$ cat src/rtl/switch_cond_pkg.sv
// Shared types and helpers for the switch conditioner.
// Holds the per-channel state encodings and the counter width helper.
package switch_cond_pkg;

    typedef enum logic {
        STABLE = 1'b0,
        PEND   = 1'b1
    } deb_state_t;

    typedef enum logic {
        DELAY = 1'b0,
        RATE  = 1'b1
    } rep_phase_t;

    // Bits needed to hold 0..max_val; never less than one bit.
    function automatic int cnt_width(input int max_val);
        return (max_val < 1) ? 1 : $clog2(max_val + 1);
    endfunction

    function automatic int imax(input int a, input int b);
        return (a > b) ? a : b;
    endfunction

endpackage

$ cat src/rtl/debounce_channel.sv
// One switch channel: 2-flop synchroniser, tick-based debounce FSM,
// edge pulses and auto-repeat step pulses.
// Ports:
//   clock, rst  : system clock, async active-high reset
//   raw         : asynchronous switch level
//   repeat_en   : auto-repeat enable (synchronous)
//   tick        : shared debounce tick strobe
//   level       : debounced level
//   rise, fall  : 1-cycle pulses on debounced edges
//   step        : rise or auto-repeat pulse
module debounce_channel
    import switch_cond_pkg::*;
#(
    parameter int DEBOUNCE_TICKS = 20,
    parameter int REPEAT_DELAY   = 500,
    parameter int REPEAT_RATE    = 200
) (
    input  logic clock,
    input  logic rst,
    input  logic raw,
    input  logic repeat_en,
    input  logic tick,
    output logic level,
    output logic rise,
    output logic fall,
    output logic step
);

    localparam int DW = cnt_width(DEBOUNCE_TICKS);
    localparam int RW = cnt_width(imax(REPEAT_DELAY, REPEAT_RATE));

    localparam logic [DW-1:0] D_LAST     = DW'(DEBOUNCE_TICKS - 1);
    localparam logic [RW-1:0] DELAY_LAST = RW'(REPEAT_DELAY - 1);
    localparam logic [RW-1:0] RATE_LAST  = RW'(REPEAT_RATE - 1);

    logic          s1;
    logic          s;
    deb_state_t    state;
    rep_phase_t    phase;
    logic [DW-1:0] dcnt;
    logic [RW-1:0] rcnt;
    logic          commit;
    logic          rep_active;
    logic          rep_hit;
    logic [RW-1:0] rep_last;

    always_comb begin
        commit     = (state == PEND) && (s != level) && tick
                     && (dcnt == D_LAST);
        rep_active = (state == STABLE) && level && repeat_en;
        rep_last   = (phase == DELAY) ? DELAY_LAST : RATE_LAST;
        rep_hit    = rep_active && tick && (rcnt == rep_last);
    end

    always_ff @(posedge clock or posedge rst) begin
        if (rst) begin
            s1 <= 1'b0;
            s  <= 1'b0;
        end else begin
            s1 <= raw;
            s  <= s1;
        end
    end

    always_ff @(posedge clock or posedge rst) begin
        if (rst) begin
            state <= STABLE;
            dcnt  <= '0;
            level <= 1'b0;
            rise  <= 1'b0;
            fall  <= 1'b0;
        end else begin
            rise <= commit & s;
            fall <= commit & ~s;
            unique case (state)
                STABLE: begin
                    if (s != level) begin
                        state <= PEND;
                        dcnt  <= '0;
                    end
                end
                PEND: begin
                    if (s == level) begin
                        // Glitch: drop back without committing.
                        state <= STABLE;
                        dcnt  <= '0;
                    end else if (commit) begin
                        level <= s;
                        state <= STABLE;
                    end else if (tick) begin
                        dcnt <= dcnt + DW'(1);
                    end
                end
            endcase
        end
    end

    // The counter is idle (and the phase rearmed) whenever the hold is
    // broken, so any re-entry restarts the full initial delay.
    always_ff @(posedge clock or posedge rst) begin
        if (rst) begin
            phase <= DELAY;
            rcnt  <= '0;
            step  <= 1'b0;
        end else begin
            step <= (commit & s) | rep_hit;
            if (!rep_active) begin
                rcnt  <= '0;
                phase <= DELAY;
            end else if (rep_hit) begin
                rcnt  <= '0;
                phase <= RATE;
            end else if (tick) begin
                rcnt <= rcnt + RW'(1);
            end
        end
    end

endmodule

$ cat src/rtl/switch_conditioner.sv
// Conditions raw board switches: synchronise, debounce, edge and
// auto-repeat step pulses per channel, driven by a shared tick.
// Ports:
//   clock, rst  : system clock, async active-high reset
//   raw         : asynchronous switch levels [WIDTH]
//   repeat_en   : per-bit auto-repeat enable [WIDTH]
//   level       : debounced levels [WIDTH]
//   rise, fall  : 1-cycle edge pulses [WIDTH]
//   step        : rise or auto-repeat pulses [WIDTH]
//   tick        : 1-cycle debounce tick strobe
module switch_conditioner
    import switch_cond_pkg::*;
#(
    parameter int WIDTH          = 16,
    parameter int TICK_DIV       = 100000,
    parameter int DEBOUNCE_TICKS = 20,
    parameter int REPEAT_DELAY   = 500,
    parameter int REPEAT_RATE    = 200
) (
    input  logic             clock,
    input  logic             rst,
    input  logic [WIDTH-1:0] raw,
    input  logic [WIDTH-1:0] repeat_en,
    output logic [WIDTH-1:0] level,
    output logic [WIDTH-1:0] rise,
    output logic [WIDTH-1:0] fall,
    output logic [WIDTH-1:0] step,
    output logic             tick
);

    localparam int PW = cnt_width(TICK_DIV - 1);
    localparam logic [PW-1:0] P_LAST = PW'(TICK_DIV - 1);

    logic [PW-1:0] pcnt;

    always_ff @(posedge clock or posedge rst) begin
        if (rst) begin
            pcnt <= '0;
        end else if (pcnt == P_LAST) begin
            pcnt <= '0;
        end else begin
            pcnt <= pcnt + PW'(1);
        end
    end

    assign tick = (pcnt == P_LAST);

    for (genvar i = 0; i < WIDTH; i++) begin : g_ch
        debounce_channel #(
            .DEBOUNCE_TICKS (DEBOUNCE_TICKS),
            .REPEAT_DELAY   (REPEAT_DELAY),
            .REPEAT_RATE    (REPEAT_RATE)
        ) u_ch (
            .clock     (clock),
            .rst       (rst),
            .raw       (raw[i]),
            .repeat_en (repeat_en[i]),
            .tick      (tick),
            .level     (level[i]),
            .rise      (rise[i]),
            .fall      (fall[i]),
            .step      (step[i])
        );
    end

endmodule
$ cat config.mk
export PLATFORM = sky130hd
export DESIGN_NAME = switch_conditioner
export DESIGN_NICKNAME = d
export VERILOG_FILES = /design/src/rtl/switch_cond_pkg.sv /design/src/rtl/debounce_channel.sv /design/src/rtl/switch_conditioner.sv
export SDC_FILE = /design/constraint.sdc
export NUM_CORES = 1
export LEC_CHECK = 0
export BUFFER_PORTS_ARGS = -buffer_cell sky130_fd_sc_hd__buf_2
export CAP_MARGIN = 20
export CORE_MARGIN = 2
export CORE_UTILIZATION = 26
export DETAILED_ROUTE_END_ITERATION = 7
export SLEW_MARGIN = 10
export SYNTH_ARGS = -nofsm -noshare
export SYNTH_HDL_FRONTEND = slang
export SYNTH_SLANG_ARGS = --single-unit
$ cat constraint.sdc
create_clock -name clock -period 34.2 [get_ports clock]
set_input_delay 1.71 -clock clock [delete_from_list [all_inputs] [get_ports clock]]
set_output_delay 1.71 -clock clock [all_outputs]
set_load 0.01 [all_outputs]
Yosys cells after proc, flatten, opt, wreduce, memory -nomap -nowiden

Index checks and enable logic that the tools add are counted.

$add $sub $neg: 33
$mul: 0
Divide/modulo/power cells: 0
$lt $le $gt $ge: 0
Eq/ne operators: 145
Shift-type cells: 0
Multiplexer cells: 241
Bitwise operators: 96
Reduce and logical (&&, ||, !) cells: 144

Operators by type and width:

| operator                                                         | number |
|---|---|
| 9-bit 2-to-1 mux                                                 | 64 |
| 5-bit 2-to-1 mux                                                 | 64 |
| 5-bit one-hot mux with 2 select lines                            | 16 |
| 9-bit by 1-bit adder with 9-bit output (second input constant)   | 16 |
| 9-bit equality test                                              | 16 |
| 3-bit != test (second input constant)                            | 46 |
| 1-bit logical AND                                                | 112 |
| 3-bit AND reduction                                              | 32 |
| 5-bit by 1-bit adder with 5-bit output (second input constant)   | 16 |
| 5-bit equality test (second input constant)                      | 16 |
| 1-bit 2-to-1 mux                                                 | 80 |
| 2-bit != test (second input constant)                            | 32 |
| 1-bit inverter                                                   | 48 |
| 1-bit AND                                                        | 32 |
| 1-bit one-hot mux with 2 select lines                            | 16 |
| 17-bit by 1-bit adder with 17-bit output (second input constant) | 1 |
| 17-bit equality test (second input constant)                     | 1 |
| 17-bit 2-to-1 mux                                                | 1 |
| 1-bit equality test                                              | 16 |
| 1-bit != test                                                    | 16 |
| 1-bit bitwise OR                                                 | 16 |
| 3-bit by 2-bit != test with 1-bit output (second input constant) | 2 |

Register bits: 369
Bits in latches: 0
Memory bits (writable): 0
Memory bits (read-only): 0
Input port bits: 34
Output and inout port bits: 65
Word-level logic and storage cells: 820
Memories: 0

Depth between registers and ports, before layout

Gate-level depths: netlist of the first run.

Depth in word-level cells: 7
Depth in mapped cells: 10

Hierarchy

Synthesis of the first run repeated with hierarchy kept, for this count alone.

Cell total of the unflattened synthesis: 1,675
Area total of the unflattened synthesis: 18,342.6 um^2

By module, submodules not included:

| module             | instances | cells each | area each (um^2) | seq. area each (um^2) |
|---|---|---|---|---|
| debounce_channel   | 16        | 100        | 1,094.8          | 550.5 |
| switch_conditioner | 1         | 75         | 825.8            | 425.4 |

Worst setup path after synthesis of the first run

OpenSTA, ideal clock, no wires.

Path type: reg2out
Start: reg pcnt[0]
End: out tick
Data arrival time: 1,578 ps
Slack: 30,912 ps
Stages on the path, launching flop included: 9
Buffers on the path: 4
Cells stage by stage: dfrtp_1 -> ha_1 -> and4_1 -> buf_4 -> nand4_2 -> inv_2 -> buf_4 -> buf_2 -> buf_2

Word-level cells in the longest chain between the ends: 1

Ends and longest elaborated chain:

| item                   | RTL line                 | source |
|---|---|---|
| from (decl)            | switch_conditioner.sv:34 | `logic [PW-1:0] pcnt;` |
| from (signal assigned) | switch_conditioner.sv:42 | `pcnt <= pcnt + PW'(1);` |
| 17-bit equality test   | switch_conditioner.sv:46 | `assign tick = (pcnt == P_LAST);` |
| to (decl)              | switch_conditioner.sv:28 | `output logic tick` |

No other way between the ends.

Worst setup path in the final report of the first run

Ends and elaborated chain as after synthesis.

==> results.py, run 1 <==
metrics = {
    "status": {
        "outcome": "completed",
    },
    "power": {
        "switchingPower_mw": 0.205,
        "vdd_drop_max_uv": 29.4,
        "swShare": 0.220,
        "combPwrFrac": 0.019,
        "leakage_nw": 8.76,
        "clkPwrFrac": 0.507,
        "power_frac_seq": 0.474,
        "power.density_mw_per_mm2": 44.5,
        "p_int_mw": 0.729,
    },
    "logic_synthesis": {
        "synth_top_area_cell": "dfrtp_1",
        "ys_seq_area_frac": 0.499,
        "netlist_instances": 1872,
        "syn_avg_cell_area_um2": 9.89,
        "synth-async-reset-ratio": 1.00,
        "syn_nets": 1939,
        "netlist_top_cells_area": "dfrtp_1, nand2_1, nor2_1",
        "synth_edf_count": 0,
        "synth_common_cells": "dfrtp_1, nand2_1, nor2_1",
        "synth_cell_types": 83,
        "synth.most_common_cell": "dfrtp_1",
        "synth-main-ff-cell": "dfrtp_1",
        "synth-seq-cells": 369,
        "netlist_area_mm2": 0.0185,
        "yosys_warnings": 0,
        "synth_top_area_share": 0.499,
    },
    "timing": {
        "fmax_ghz": 0.246,
        "tns_ns": 0,
        "finClkSkew_ns": 0.0264,
        "min_period_ns": 4.07,
        "rsz0062_at_grt": "no",
        "relSlewSlack": 0.378,
        "setup_violations": 0,
        "hold_viol_final": 0,
        "fin_ws_ns": 30.13,
        "tightest_slew_ns": 0.918,
        "drv_slew": 0,
        "fin_crit_sh": 0.119,
    },
    "worst_setup_path": {
        "startpoint_type": "register",
        "rr_worst_depth": 7,
        "end_kind": "output pin",
        "rrSetupSlack_ns": 30.97,
        "crit_slowest_cell": "and4_1",
        "crit_family": "simple AND/OR/NAND/NOR gates",
        "path_max_fanout": 33,
        "cp_cell_sequence": "ha_1 > and4_1 > nand4_4 > inv_4 > buf_2",
        "cp_slowest_stage_delay_ns": 0.45,
        "rr_startpoint": "pcnt[0]",
        "criticalPathCategory": "register to output pin",
        "rr_endpoint": "g_ch[9].u_ch.rcnt[8]",
        "cp.arrival_ns": 2.36,
        "worst-path-buf-inv": 2,
        "required_ns": 32.49,
    },
    "drt": {
        "vias_per_cell": 4.82,
        "routedWlPerCell_um": 14.3,
        "drt_first_iter_violations": 920,
        "drc_errors": 0,
        "antenna_left": 0,
        "wl_um": 41000,
        "dr.pass1.iters": 5,
        "vias": 13900,
    },
    "clock_tree": {
        "cts_tree": "built",
        "clk_latency_ns": 0.58,
        "cts-buffers-inserted": 42,
        "path_clk_slew_ns": 0.06,
        "cts.hold.buffers_added": 0,
        "clkSinkCount": 369,
        "clockRootBuffer": "clkbuf_16",
        "cts_resized": 0,
        "htree_levels": 2,
        "cts_setup_buffers": 0,
        "clock_path_buffers": 3,
    },
    "min_path": {
        "hp-class": "register to register",
        "holdPathEnd": "g_ch[3].u_ch.s",
        "min_path_cells": 0,
        "hp-start": "g_ch[3].u_ch.s1",
    },
    "grt": {
        "grt_max_degree": 161,
        "grt_pass1_vias": 14000,
        "grt_usage": 0.112,
        "antenna_found_initial": 1,
        "overflow": 0,
        "grt_pass1_wl_um": 69400,
    },
    "placement": {
        "globalplace.congestion": 0.797,
        "place_ws_ns": 30.63,
        "dp_hpwl_um": 26500,
        "place.port_buffers": 98,
    },
    "floorplan": {
        "initial_utilization": 0.263,
        "die_w_um": 271,
        "design.die.area_mm2": 0.0734,
        "rows": 97,
        "ioPinCount": 99,
        "die_h_um": 271,
        "core_mm2": 0.0703,
    },
    "final_layout": {
        "drive_gt1_frac": 0.124,
        "utilization": 0.299,
        "fillers": 7225,
        "synthToLayoutAreaGrowth_pct": 13.4,
        "fin_nets": 1967,
    },
    "flow_run": {
        "cap_viol_max_count": 0,
    },
}
area by class of cell:
| cell class | count | area [um2] | share of cell area |
|---|---|---|---|
| well taps | 940 | 1180 | 0.0560 |
| diodes | 2 | 5.00 | 0.000238 |
| clock inverters | 16 | 233 | 0.0111 |
| multi-input cells | 1355 | 8420 | 0.401 |
| repair buffers | 107 | 588 | 0.0280 |
| flip-flops and latches | 369 | 9230 | 0.440 |
| inverters | 25 | 104 | 0.00494 |
| clock buffers | 60 | 1240 | 0.0590 |
placed cells by master, fill, tap and decap left out, types with 15 or more instances in the layout:
cell type,instances
a211oi_2,17
a21oi_1,96
and2_1,15
and3_1,38
buf_2,98
clkbuf_16,42
dfrtp_1,369
ha_1,33
inv_1,23
mux2i_1,17
nand2_1,233
nand2b_1,15
nand3_1,74
nand4_1,51
nor2_1,186
nor3_1,17
o2111ai_1,21
o21a_1,16
o21ai_0,74
o21ai_1,27
o22ai_1,30
o31ai_1,15
or2_2,16
xnor2_1,65
xor2_1,78
power groups by stage:
stage	clock network [mW]	registers, mW	logic [mW]
3_3_place_gp	0	0.451	0.0179
5_1_grt	0.511	0.443	0.0210
3_5_place_dp	0	0.451	0.0184
4_1_cts	0.493	0.443	0.0184
6_report	0.473	0.443	0.0179
2_1_floorplan	0	0.450	0.0123
registers in the layout, indices dropped and copies added (netlist names):
signal / count
g_ch.u_ch.rcnt: 144
g_ch.u_ch.rise: 16
g_ch.u_ch.level: 16
g_ch.u_ch.fall: 16
g_ch.u_ch.s: 16
g_ch.u_ch.s1: 16
pcnt: 17
g_ch.u_ch.dcnt: 80
g_ch.u_ch.step: 16
g_ch.u_ch.phase: 16
g_ch.u_ch.state: 16
how the worst max path moves through the flow:
stage / start / end / depth (start not counted)
finish: pcnt[0] / tick / 5
global route: pcnt[0] / tick / 5
CTS: pcnt[0] / tick / 5
detailed placement: rst / g_ch[10].u_ch.fall / 3
global placement: rst / g_ch[10].u_ch.fall / 3
floorplan: rst / g_ch[0].u_ch.dcnt[0] / 1
per-layer routing:
layer	wire, um	share of wire	GRT usage	vias to the layer above
met5	0	0	0	-
met4	1050	0.026	0.0394	0
met2	19100	0.47	0.183	214
li1	-	-	-	6701
met3	1910	0.047	0.0264	73
met1	18900	0.46	0.144	6876
stage by stage:
stage	cell area, um2	power [mW]	instances	hold slack, ns
4_1_cts	21000	0.954	2870	0.348
3_3_place_gp	19500	0.469	2794	0.333
6_report	21000	0.934	2874	0.346
3_5_place_dp	19500	0.469	2794	0.335
2_1_floorplan	18500	0.462	1872	0.331
5_1_grt	21000	0.975	2872	0.355
logic make-up (layout without fill, tap and decap cells):
family	after synthesis	count (layout)	share of synthesized area
and+or+nand+nor	775	775	0.216
DFF	369	369	0.499
muxes	21	21	0.0116
AOI/OAI and AO/OA	383	383	0.136
other	0	2	0
xor gates and xnor gates	143	143	0.0676
buffers and inverters	148	208	0.0473
adders and majority gates	33	33	0.0223
Note: power is estimated with default switching activity, not from simulation.
==> run 2, diff against run 1 <==
clock period = 3.43 ns   (was 34.2 ns; I/O delays follow)
==> run 2 against run 1 <==
Combinational power rose to 12 times the previous value. Sequential power rose to 10 times the previous value. Clock skew fell by 0.0093 ns. Register-to-register slack got worse by 30 ns. Critical endpoint unchanged. Via count rose by 1.4%. Clock power rose to 10 times the previous value. Setup slack got worse by 30 ns. Clock-buffer cell count fell by 2. First-iteration DRC count fell by 10%. Critical path depth rose by 1. Sequential cell count did not move. Routed wire length rose by 2.4%.
==> results.py, run 2 (synthesis gave the netlist of run 1 again) <==
metrics = {
    "placement": {
        "place.port_buffers": 98,
        "dp_hpwl_um": 27500,
        "globalplace.congestion": 0.816,
    },
    "min_path": {
        "hp-class": "primary input to register",
    },
    "clock_tree": {
        "path_clk_slew_ns": 0.06,
        "cts.hold.buffers_added": 22,
        "htree_levels": 2,
        "clkSinkCount": 369,
        "cts_tree": "built",
        "cts_setup_buffers": 0,
        "cts-buffers-inserted": 44,
        "clk_latency_ns": 0.57,
        "cts_resized": 0,
        "clock_path_buffers": 3,
        "clockRootBuffer": "clkbuf_16",
    },
    "grt": {
        "grt_pass1_wl_um": 71200,
        "grt_max_degree": 108,
        "grt_pass1_vias": 14200,
        "grt_usage": 0.115,
        "overflow": 0,
        "antenna_found_initial": 1,
    },
    "power": {
        "clkPwrFrac": 0.515,
        "power_frac_seq": 0.463,
        "switchingPower_mw": 2.07,
        "leakage_nw": 8.94,
        "total_power_mw": 9.54,
        "p_int_mw": 7.47,
        "swShare": 0.216,
        "combPwrFrac": 0.022,
        "vdd_drop_max_uv": 413,
        "power.density_mw_per_mm2": 446,
    },
    "floorplan": {
        "initial_utilization": 0.263,
        "ioPinCount": 99,
        "die_w_um": 271,
        "core_mm2": 0.0703,
        "design.die.area_mm2": 0.0734,
        "die_h_um": 271,
        "rows": 97,
    },
    "timing": {
        "relSlewSlack": 0.414,
        "fmax_ghz": 0.355,
        "finClkSkew_ns": 0.0171,
        "tightest_slew_ns": 0.866,
        "hold_viol_final": 0,
        "min_period_ns": 2.82,
        "drv_slew": 0,
        "rsz0062_at_grt": "no",
        "tns_ns": 0,
        "fin_crit_sh": 0.821,
        "setup_violations": 0,
        "timing.hold.ws_ns": 0.0369,
    },
    "final_layout": {
        "largest_reg_flops": 144,
        "drive_gt1_frac": 0.127,
        "final_common_cell": "dfrtp_1",
        "fin_nets": 1999,
        "final_cell_mix": "dfrtp_1, nand2_1, nor2_1",
        "utilization": 0.304,
        "top_regs": "g_ch.u_ch.rcnt (144), g_ch.u_ch.dcnt (80), pcnt (17)",
        "top_register": "g_ch.u_ch.rcnt",
        "synthToLayoutAreaGrowth_pct": 15.5,
    },
    "worst_setup_path": {
        "criticalPathCategory": "register to output pin",
        "path_max_fanout": 51,
        "cp.arrival_ns": 2.65,
        "required_ns": 3.26,
        "end_kind": "output pin",
        "startpoint_type": "register",
    },
    "drt": {
        "dr.pass1.iters": 5,
        "routedWlPerCell_um": 14.4,
        "drt_first_iter_violations": 828,
        "vias": 14100,
        "wl_um": 41900,
        "drc_errors": 0,
        "vias_per_cell": 4.84,
        "antenna_left": 0,
    },
    "status": {
        "outcome": "completed",
    },
    "flow_run": {
        "cap_viol_max_count": 0,
    },
}
-- run 2: final cells by class --
type                    instances  area (um2)
inverters                      25         100
clock inverters                20         270
repair buffers                137         923
flip-flops and latches        369        9230
clock buffers                  58        1260
multi-input cells            1355        8420
diodes                          2        5.00
fillers                      7127       48900
well taps                     940        1180
-- run 2: path summary, 6_finish.rpt --
| kind | from | to | slack [ns] | cells past startpoint |
|---|---|---|---|---|
| max reg2reg | pcnt[0] | g_ch[1].u_ch.dcnt[0] | 0.73 | 6 |
| min reg2reg | g_ch[11].u_ch.s1 | g_ch[11].u_ch.s | 0.34 | 0 |
| max | pcnt[0] | tick | 0.61 | 6 |
| min in group asynchronous | rst | g_ch[9].u_ch.level | 0.29 | 3 |
| min | repeat_en[2] | g_ch[2].u_ch.rcnt[3] | 0.04 | 3 |
| max in group asynchronous | rst | g_ch[6].u_ch.fall | 2.12 | 4 |
-- run 2: worst max-delay path, stage by stage (launching register included) --
cell	delay (ns)
dfrtp_1	0.39
ha_1	0.22
and4_1	0.44
nand4_4	0.18
inv_4	0.31
buf_12	0.30
buf_2	0.20
-- run 2: power groups by stage --
stage | clock network, mW | logic [mW] | registers (mW)
finish | 4.91 | 0.208 | 4.42
detailed placement | 0 | 0.199 | 4.49
floorplan | 0 | 0.123 | 4.48
global route | 5.25 | 0.243 | 4.42
global placement | 0 | 0.193 | 4.49
CTS | 5.09 | 0.219 | 4.42
-- run 2: per-layer routing --
layer / track usage / share of wire / up-vias
met5: 0 / 0 / -
met4: 0.0425 / 0.026 / 0
met3: 0.0242 / 0.048 / 68
met2: 0.192 / 0.48 / 255
met1: 0.146 / 0.45 / 6983
li1: - / - / 6758
-- run 2: per-stage QoR --
step	setup slack [ns]	std cells	instance area, um2
2_1_floorplan	-1.69	1872	18500
3_3_place_gp	0.792	2803	19600
3_5_place_dp	0.720	2803	19600
4_1_cts	0.568	2903	21400
5_1_grt	0.437	2905	21400
6_report	0.612	2906	21400
